File: src/rtl/line_buffer_window_if.sv
// Pixel stream in, line-buffer BRAM ports and 3x3 window out for line_buffer_window.
// slave is the window block's view; master is the view of whatever surrounds it.
interface line_buffer_window_if #(
   parameter int WIDTH = 8
);
   logic               in_valid;
   logic               in_sof;
   logic [WIDTH-1:0]   in_data;

   logic               lb_re_b;
   logic [10:0]        lb_addr_b;
   logic [WIDTH-1:0]   lb0_dout_b;
   logic [WIDTH-1:0]   lb1_dout_b;

   logic               lb_we_a;
   logic [10:0]        lb_addr_a;
   logic [WIDTH-1:0]   lb0_din_a;
   logic [WIDTH-1:0]   lb1_din_a;

   logic               win_valid;
   logic [9*WIDTH-1:0] win_data;
   logic               win_last;

   modport slave (
      input  in_valid, in_sof, in_data, lb0_dout_b, lb1_dout_b,
      output lb_re_b, lb_addr_b, lb_we_a, lb_addr_a, lb0_din_a, lb1_din_a,
      output win_valid, win_data, win_last
   );

   modport master (
      output in_valid, in_sof, in_data, lb0_dout_b, lb1_dout_b,
      input  lb_re_b, lb_addr_b, lb_we_a, lb_addr_a, lb0_din_a, lb1_din_a,
      input  win_valid, win_data, win_last
   );
endinterface

File: src/rtl/line_buffer_window.sv
// Raster pixels in, 3x3 interior windows out, using two external line-buffer BRAMs
// (LB0 = row y-1, LB1 = row y-2) that are rotated one row down per accepted pixel.
module line_buffer_window #(
   parameter int IMG_WIDTH  = 1920,
   parameter int IMG_HEIGHT = 1080,
   parameter int WIDTH      = 8
) (
   input  logic                clk,
   input  logic                rst,
   line_buffer_window_if.slave bus
);
   localparam logic [10:0] LAST_COL = 11'(IMG_WIDTH - 1);
   localparam logic [10:0] LAST_ROW = 11'(IMG_HEIGHT - 1);

   logic [10:0]                col, row;
   logic [10:0]                cur_x, cur_y;
   logic                       v_d;
   logic [WIDTH-1:0]           p_d;
   logic [10:0]                x_d, y_d;
   logic [2:0][2:0][WIDTH-1:0] win_q;
   logic                       win_valid_q, win_last_q;
   logic                       win_hit, frame_end;

   // in_sof forces the current pixel to (0,0); everything downstream uses cur_x/cur_y.
   assign cur_x = bus.in_sof ? 11'd0 : col;
   assign cur_y = bus.in_sof ? 11'd0 : row;

   always_ff @(posedge clk) begin
      if (rst) begin
         col <= '0;
         row <= '0;
      end else if (bus.in_valid) begin
         if (cur_x == LAST_COL) begin
            col <= '0;
            row <= (cur_y == LAST_ROW) ? 11'd0 : cur_y + 11'd1;
         end else begin
            col <= cur_x + 11'd1;
            row <= cur_y;
         end
      end
   end

   // Read side: the BRAMs latch this address on the accept edge.
   assign bus.lb_re_b   = bus.in_valid;
   assign bus.lb_addr_b = cur_x;

   always_ff @(posedge clk) begin
      if (rst) begin
         v_d <= 1'b0;
         p_d <= '0;
         x_d <= '0;
         y_d <= '0;
      end else begin
         v_d <= bus.in_valid;
         if (bus.in_valid) begin
            p_d <= bus.in_data;
            x_d <= cur_x;
            y_d <= cur_y;
         end
      end
   end

   // Write side: the column moves down one row (pixel -> LB0, old LB0 -> LB1).
   // Write address x_d never collides with the concurrent read of x_d+1 or 0.
   assign bus.lb_we_a   = v_d;
   assign bus.lb_addr_a = x_d;
   assign bus.lb0_din_a = p_d;
   assign bus.lb1_din_a = bus.lb0_dout_b;

   // y_d>=2 also masks stale line-buffer rows left from an earlier or aborted frame.
   assign win_hit   = v_d && (x_d >= 11'd2) && (y_d >= 11'd2);
   assign frame_end = (x_d == LAST_COL) && (y_d == LAST_ROW);

   always_ff @(posedge clk) begin
      if (rst) begin
         win_q       <= '0;
         win_valid_q <= 1'b0;
         win_last_q  <= 1'b0;
      end else begin
         win_valid_q <= win_hit;
         win_last_q  <= win_hit && frame_end;
         if (v_d) begin
            for (int r = 0; r < 3; r++) begin
               win_q[r][0] <= win_q[r][1];
               win_q[r][1] <= win_q[r][2];
            end
            win_q[0][2] <= bus.lb1_dout_b;
            win_q[1][2] <= bus.lb0_dout_b;
            win_q[2][2] <= p_d;
         end
      end
   end

   // Packed [r][c] ordering puts element r*3+c at bits [(r*3+c)*WIDTH +: WIDTH].
   assign bus.win_valid = win_valid_q;
   assign bus.win_last  = win_last_q;
   assign bus.win_data  = win_q;

endmodule

File: src/flat_wrapper.sv
// flat-port wrapper written by rule: the top's interface ports become plain ports
module line_buffer_window_flat 
#(
   parameter int IMG_WIDTH  = 1920,
   parameter int IMG_HEIGHT = 1080,
   parameter int WIDTH      = 8
)
  (clk, rst, bus_in_valid, bus_in_sof, bus_in_data, bus_lb0_dout_b, bus_lb1_dout_b, bus_lb_re_b, bus_lb_addr_b, bus_lb_we_a, bus_lb_addr_a, bus_lb0_din_a, bus_lb1_din_a, bus_win_valid, bus_win_data, bus_win_last);
  line_buffer_window_if #(.WIDTH(WIDTH)) bus_i ();
  input  logic clk;
  input  logic rst;
  input wire logic [$bits(bus_i.in_valid)-1:0] bus_in_valid;
  input wire logic [$bits(bus_i.in_sof)-1:0] bus_in_sof;
  input wire logic [$bits(bus_i.in_data)-1:0] bus_in_data;
  input wire logic [$bits(bus_i.lb0_dout_b)-1:0] bus_lb0_dout_b;
  input wire logic [$bits(bus_i.lb1_dout_b)-1:0] bus_lb1_dout_b;
  output wire logic [$bits(bus_i.lb_re_b)-1:0] bus_lb_re_b;
  output wire logic [$bits(bus_i.lb_addr_b)-1:0] bus_lb_addr_b;
  output wire logic [$bits(bus_i.lb_we_a)-1:0] bus_lb_we_a;
  output wire logic [$bits(bus_i.lb_addr_a)-1:0] bus_lb_addr_a;
  output wire logic [$bits(bus_i.lb0_din_a)-1:0] bus_lb0_din_a;
  output wire logic [$bits(bus_i.lb1_din_a)-1:0] bus_lb1_din_a;
  output wire logic [$bits(bus_i.win_valid)-1:0] bus_win_valid;
  output wire logic [$bits(bus_i.win_data)-1:0] bus_win_data;
  output wire logic [$bits(bus_i.win_last)-1:0] bus_win_last;
  assign bus_i.in_valid = bus_in_valid;
  assign bus_i.in_sof = bus_in_sof;
  assign bus_i.in_data = bus_in_data;
  assign bus_i.lb0_dout_b = bus_lb0_dout_b;
  assign bus_i.lb1_dout_b = bus_lb1_dout_b;
  assign bus_lb_re_b = bus_i.lb_re_b;
  assign bus_lb_addr_b = bus_i.lb_addr_b;
  assign bus_lb_we_a = bus_i.lb_we_a;
  assign bus_lb_addr_a = bus_i.lb_addr_a;
  assign bus_lb0_din_a = bus_i.lb0_din_a;
  assign bus_lb1_din_a = bus_i.lb1_din_a;
  assign bus_win_valid = bus_i.win_valid;
  assign bus_win_data = bus_i.win_data;
  assign bus_win_last = bus_i.win_last;
  line_buffer_window #(.IMG_WIDTH(IMG_WIDTH), .IMG_HEIGHT(IMG_HEIGHT), .WIDTH(WIDTH)) u_core (.clk(clk), .rst(rst), .bus(bus_i));
endmodule
File: config.mk
export PLATFORM = sky130hd
export DESIGN_NAME = line_buffer_window_flat
export DESIGN_NICKNAME = d
export VERILOG_FILES = /design/src/rtl/line_buffer_window_if.sv /design/src/rtl/line_buffer_window.sv /design/src/flat_wrapper.sv
export SDC_FILE = /design/constraint.sdc
export NUM_CORES = 1
export LEC_CHECK = 0
export CORE_MARGIN = 1
export CORE_UTILIZATION = 46
export CTS_BUF_LIST = sky130_fd_sc_hd__clkbuf_4
export DETAILED_ROUTE_END_ITERATION = 12
export DONT_BUFFER_PORTS = 1
export PLACE_DENSITY = 0.61
export SLEW_MARGIN = 15
export SYNTH_ARGS = -nofsm -noshare
export SYNTH_HDL_FRONTEND = slang
export SYNTH_SLANG_ARGS = --single-unit
File: constraint.sdc
create_clock -name clk -period 2.8 [get_ports clk]
set_clock_uncertainty 0.15 [all_clocks]
set_input_delay 0.84 -clock clk [delete_from_list [all_inputs] [get_ports clk]]
set_output_delay 0.84 -clock clk [all_outputs]
set_load 0.05 [all_outputs]
==> impl_metrics.sql <==
INSERT INTO impl_metrics (metric_group, metric, value, unit) VALUES
('sta', 'fin_tns_setup', '0', 'ps'),
('placement', 'buffer_ports.inserted', '0', ''),
('yosys', 'post_synth_num_cell_types', '52', ''),
('detailed_routing', 'detailroute.wirelength.met2', '5800', 'µm'),
('setup_path', 'path_cells', 'nor2b_1 > buf_4', ''),
('placement', 'dp.final_hpwl', '8160', 'µm'),
('cts', 'source_to_sink_clock_delay_at_the_later_pin_of_the_worst_skew_pair', '520', 'ps'),
('setup_path', 'timing.critical_path.fanout_max', '4', ''),
('detailed_routing', 'wirelength', '12200', 'µm'),
('placement', 'dpl_worst_slack', '114', 'ps'),
('global_routing', 'vias_in_the_first_global_route', '3951', ''),
('sta', 'layout_worst_path_cycle_share', '87.5', '%'),
('cells_and_area', 'final_design_area_no_fill', '5780', 'µm²'),
('setup_path', 'critPathKind', 'reg -> out', ''),
('yosys', 'yosys-top-cells-count', 'sky130_fd_sc_hd__dfxtp_1, sky130_fd_sc_hd__nor2_1, sky130_fd_sc_hd__mux2i_1, sky130_fd_sc_hd__nand2_1, sky130_fd_sc_hd__nor2b_1', ''),
('detailed_routing', 'post_drt_wl_per_cell', '17.2', 'µm'),
('yosys', 'asyncSetResetFlopFracSynth', '0', '%'),
('yosys', 'post_synth_inst_count', '562', ''),
('cts', 'tritoncts_buffer_count', '17', ''),
('cells_and_area', 'postLayoutCoreUtil', '52.4', '%'),
('floorplanning', 'placeableCoreArea', '11000', 'µm²'),
('sta', 'timing.final.max_slew_violations', '0', ''),
('floorplanning', 'io_pins', '142', ''),
('placement', 'placedCellCount', '674', ''),
('power_and_ir_drop', 'total_power', '3.49', 'mW'),
('cts', 'cts_root_buf', 'sky130_fd_sc_hd__clkbuf_4', ''),
('detailed_routing', 'route.met3.wl', '1010', 'µm'),
('cells_and_area', 'seq_area', '2550', 'µm²'),
('floorplanning', 'start_util', '48.2', '%'),
('cts', 'tritoncts', 'done', ''),
('cells_and_area', 'drive_above_1_share', '11.0', '%'),
('global_routing', 'grt_pass1_wl', '18800', 'µm'),
('min_path', 'hold_path.class', 'in -> reg', ''),
('power_and_ir_drop', 'max-vdd-ir-drop', '0.428', 'mV'),
('cells_and_area', 'antenna_cells', '0', ''),
('yosys', 'ys_seq_area_share', '47.8', '%'),
('detailed_routing', 'drtAntennaViolNets', '0', ''),
('cts', 'cts_setup_buffers', '0', ''),
('cts', 'cts-htree-levels', '4', ''),
('detailed_routing', 'drt_pre_antenna_iters', '4', ''),
('sta', 'fmax', '408', 'MHz'),
('setup_path', 'critPathRequiredTime', '1810', 'ps'),
('setup_path', 'timing.critical_path.slowest_stage_cell', 'sky130_fd_sc_hd__dfxtp_1', ''),
('outcome', 'status', 'finished clean', ''),
('yosys', 'synth_top_flop_cell', 'sky130_fd_sc_hd__dfxtp_1', ''),
('sta', 'worst_pin_slew', '665', 'ps'),
('sta', 'hold-worst-slack', '230', 'ps'),
('sta', 'maxSlewHeadroom', '55.6', '%'),
('cells_and_area', 'n_fill_cell', '1049', ''),
('cells_and_area', 'stdcell_count', '706', ''),
('setup_path', 'startpoint_type', 'register', ''),
('yosys', 'synth_top_area_cell', 'sky130_fd_sc_hd__dfxtp_1', ''),
('detailed_routing', 'drc_errors', '0', ''),
('sta', 'report.final.setup_viol', '0', ''),
('detailed_routing', 'dr_total_vias', '3994', ''),
('yosys', 'yosys_warnings', '0', ''),
('power_and_ir_drop', 'power_per_cell_area', '604', 'nW/µm²'),
('setup_path', 'worst_setup_path_end_kind', 'output pin', ''),
('placement', 'placed_area', '5460', 'µm²'),
('setup_path', 'crit_arrival', '1460', 'ps'),
('yosys', 'syn_area_per_cell', '9.46', 'µm²'),
('yosys', 'synth_top_area_share', '47.8', '%'),
('floorplanning', 'die_footprint', '12000', 'µm²'),
('cts', 'post_cts_hold_buffer_count', '0', ''),
('floorplanning', 'core.rowCount', '38', ''),
('yosys', 'netlist_area', '5320', 'µm²'),
('cells_and_area', 'area.growth.synth_to_final', '8.66', '%'),
('cells_and_area', 'multiInputGateArea', '2560', 'µm²'),
('yosys', 'synthMostInstantiatedCell', 'sky130_fd_sc_hd__dfxtp_1', ''),
('floorplanning', 'die_h', '110', 'µm'),
('placement', 'routabilityCongestion', '0.839', '');
-- worst max-delay path: cells and delay by family, from the launching register on --
family                 cells  cell delay (ps)
flip-flops                 1              410
AND/OR/NAND/NOR            1              280
buffers and inverters      1              250
-- registers in the layout (all words and copies together), names as in the netlist --
register,count
u_core.bus.lb0_din_a,8
u_core.y_d,11
u_core.bus.win_data,72
u_core.bus.win_valid,1
u_core.bus.lb_addr_a,11
u_core.bus.win_last,1
u_core.col,11
u_core.bus.lb_we_a,1
u_core.row,11
-- metal layers --
layer	up-vias	GRT usage, %
li1	1959	-
met4	0	8.29
met2	129	34.3
met3	11	7.65
met5	-	0
met1	1895	23.3
-- cell usage in the layout (no fill, tap or decap), types with 3 or more instances in the layout --
cell type	Yosys	final
sky130_fd_sc_hd__dfxtp_1	127	126
sky130_fd_sc_hd__nor2_1	110	110
sky130_fd_sc_hd__mux2i_1	99	99
sky130_fd_sc_hd__nand2_1	23	23
sky130_fd_sc_hd__buf_4	9	19
sky130_fd_sc_hd__clkbuf_4	0	18
sky130_fd_sc_hd__nor2b_1	22	17
sky130_fd_sc_hd__nand4_1	12	12
sky130_fd_sc_hd__a21oi_1	11	11
sky130_fd_sc_hd__inv_1	8	8
sky130_fd_sc_hd__nor3_1	8	8
sky130_fd_sc_hd__o21ai_0	8	8
sky130_fd_sc_hd__nand3_1	7	7
sky130_fd_sc_hd__nor4_1	6	6
sky130_fd_sc_hd__or4_1	6	6
sky130_fd_sc_hd__or3_1	5	5
sky130_fd_sc_hd__and3_1	5	4
sky130_fd_sc_hd__a31oi_1	4	4
sky130_fd_sc_hd__bufinv_16	0	4
sky130_fd_sc_hd__nor2b_2	0	3
sky130_fd_sc_hd__a2bb2oi_1	3	3
sky130_fd_sc_hd__and2_1	3	3
sky130_fd_sc_hd__and4b_1	3	3
sky130_fd_sc_hd__o32a_1	3	3
sky130_fd_sc_hd__nand4b_1	3	3
sky130_fd_sc_hd__and4_1	3	3
sky130_fd_sc_hd__nor3b_1	3	3
sky130_fd_sc_hd__o32ai_1	3	3
sky130_fd_sc_hd__clkinv_4	0	3
-- where the power goes --
group	total, mW	internal [mW]	switching [mW]
Combinational	0.126	0.0647	0.0614
Sequential	1.97	1.84	0.130
Clock	1.40	0.719	0.683
-- worst paths after layout --
| kind | startpoint | endpoint | slack [ps] | cells past startpoint |
|---|---|---|---|---|
| worst max-delay path | u_core.col[8] | bus_lb_addr_b[8] | 350 | 2 |
| worst min-delay path | rst | u_core.col[10] | 230 | 1 |
| worst max register to register | u_core.row[0] | u_core.row[8] | 550 | 6 |
| worst min register to register | u_core.y_d[6] | u_core.y_d[6] | 320 | 2 |
-- area by class of cell --
| type | instances | area share, % |
|---|---|---|
| Timing Repair Buffer | 19 | 2.47 |
| Clock buffer | 18 | 2.34 |
| Tap cell | 140 | 3.03 |
| Clock inverter | 14 | 3.27 |
| Multi-Input combinational cell | 380 | 44.3 |
| Sequential cell | 127 | 44.1 |
| Inverter | 8 | 0.520 |
-- logic make-up (layout without fill, tap and decap cells) --
family | count (synthesis) | in the layout | synth area share, %
compound gates | 52 | 52 | 6.89
fa+ha+maj | 2 | 2 | 0.470
buf+inv | 55 | 59 | 4.80
flops | 127 | 127 | 47.8
mux | 99 | 99 | 18.6
simple gates | 227 | 227 | 21.4
No activity file was read; power rests on OpenSTA's default activity.
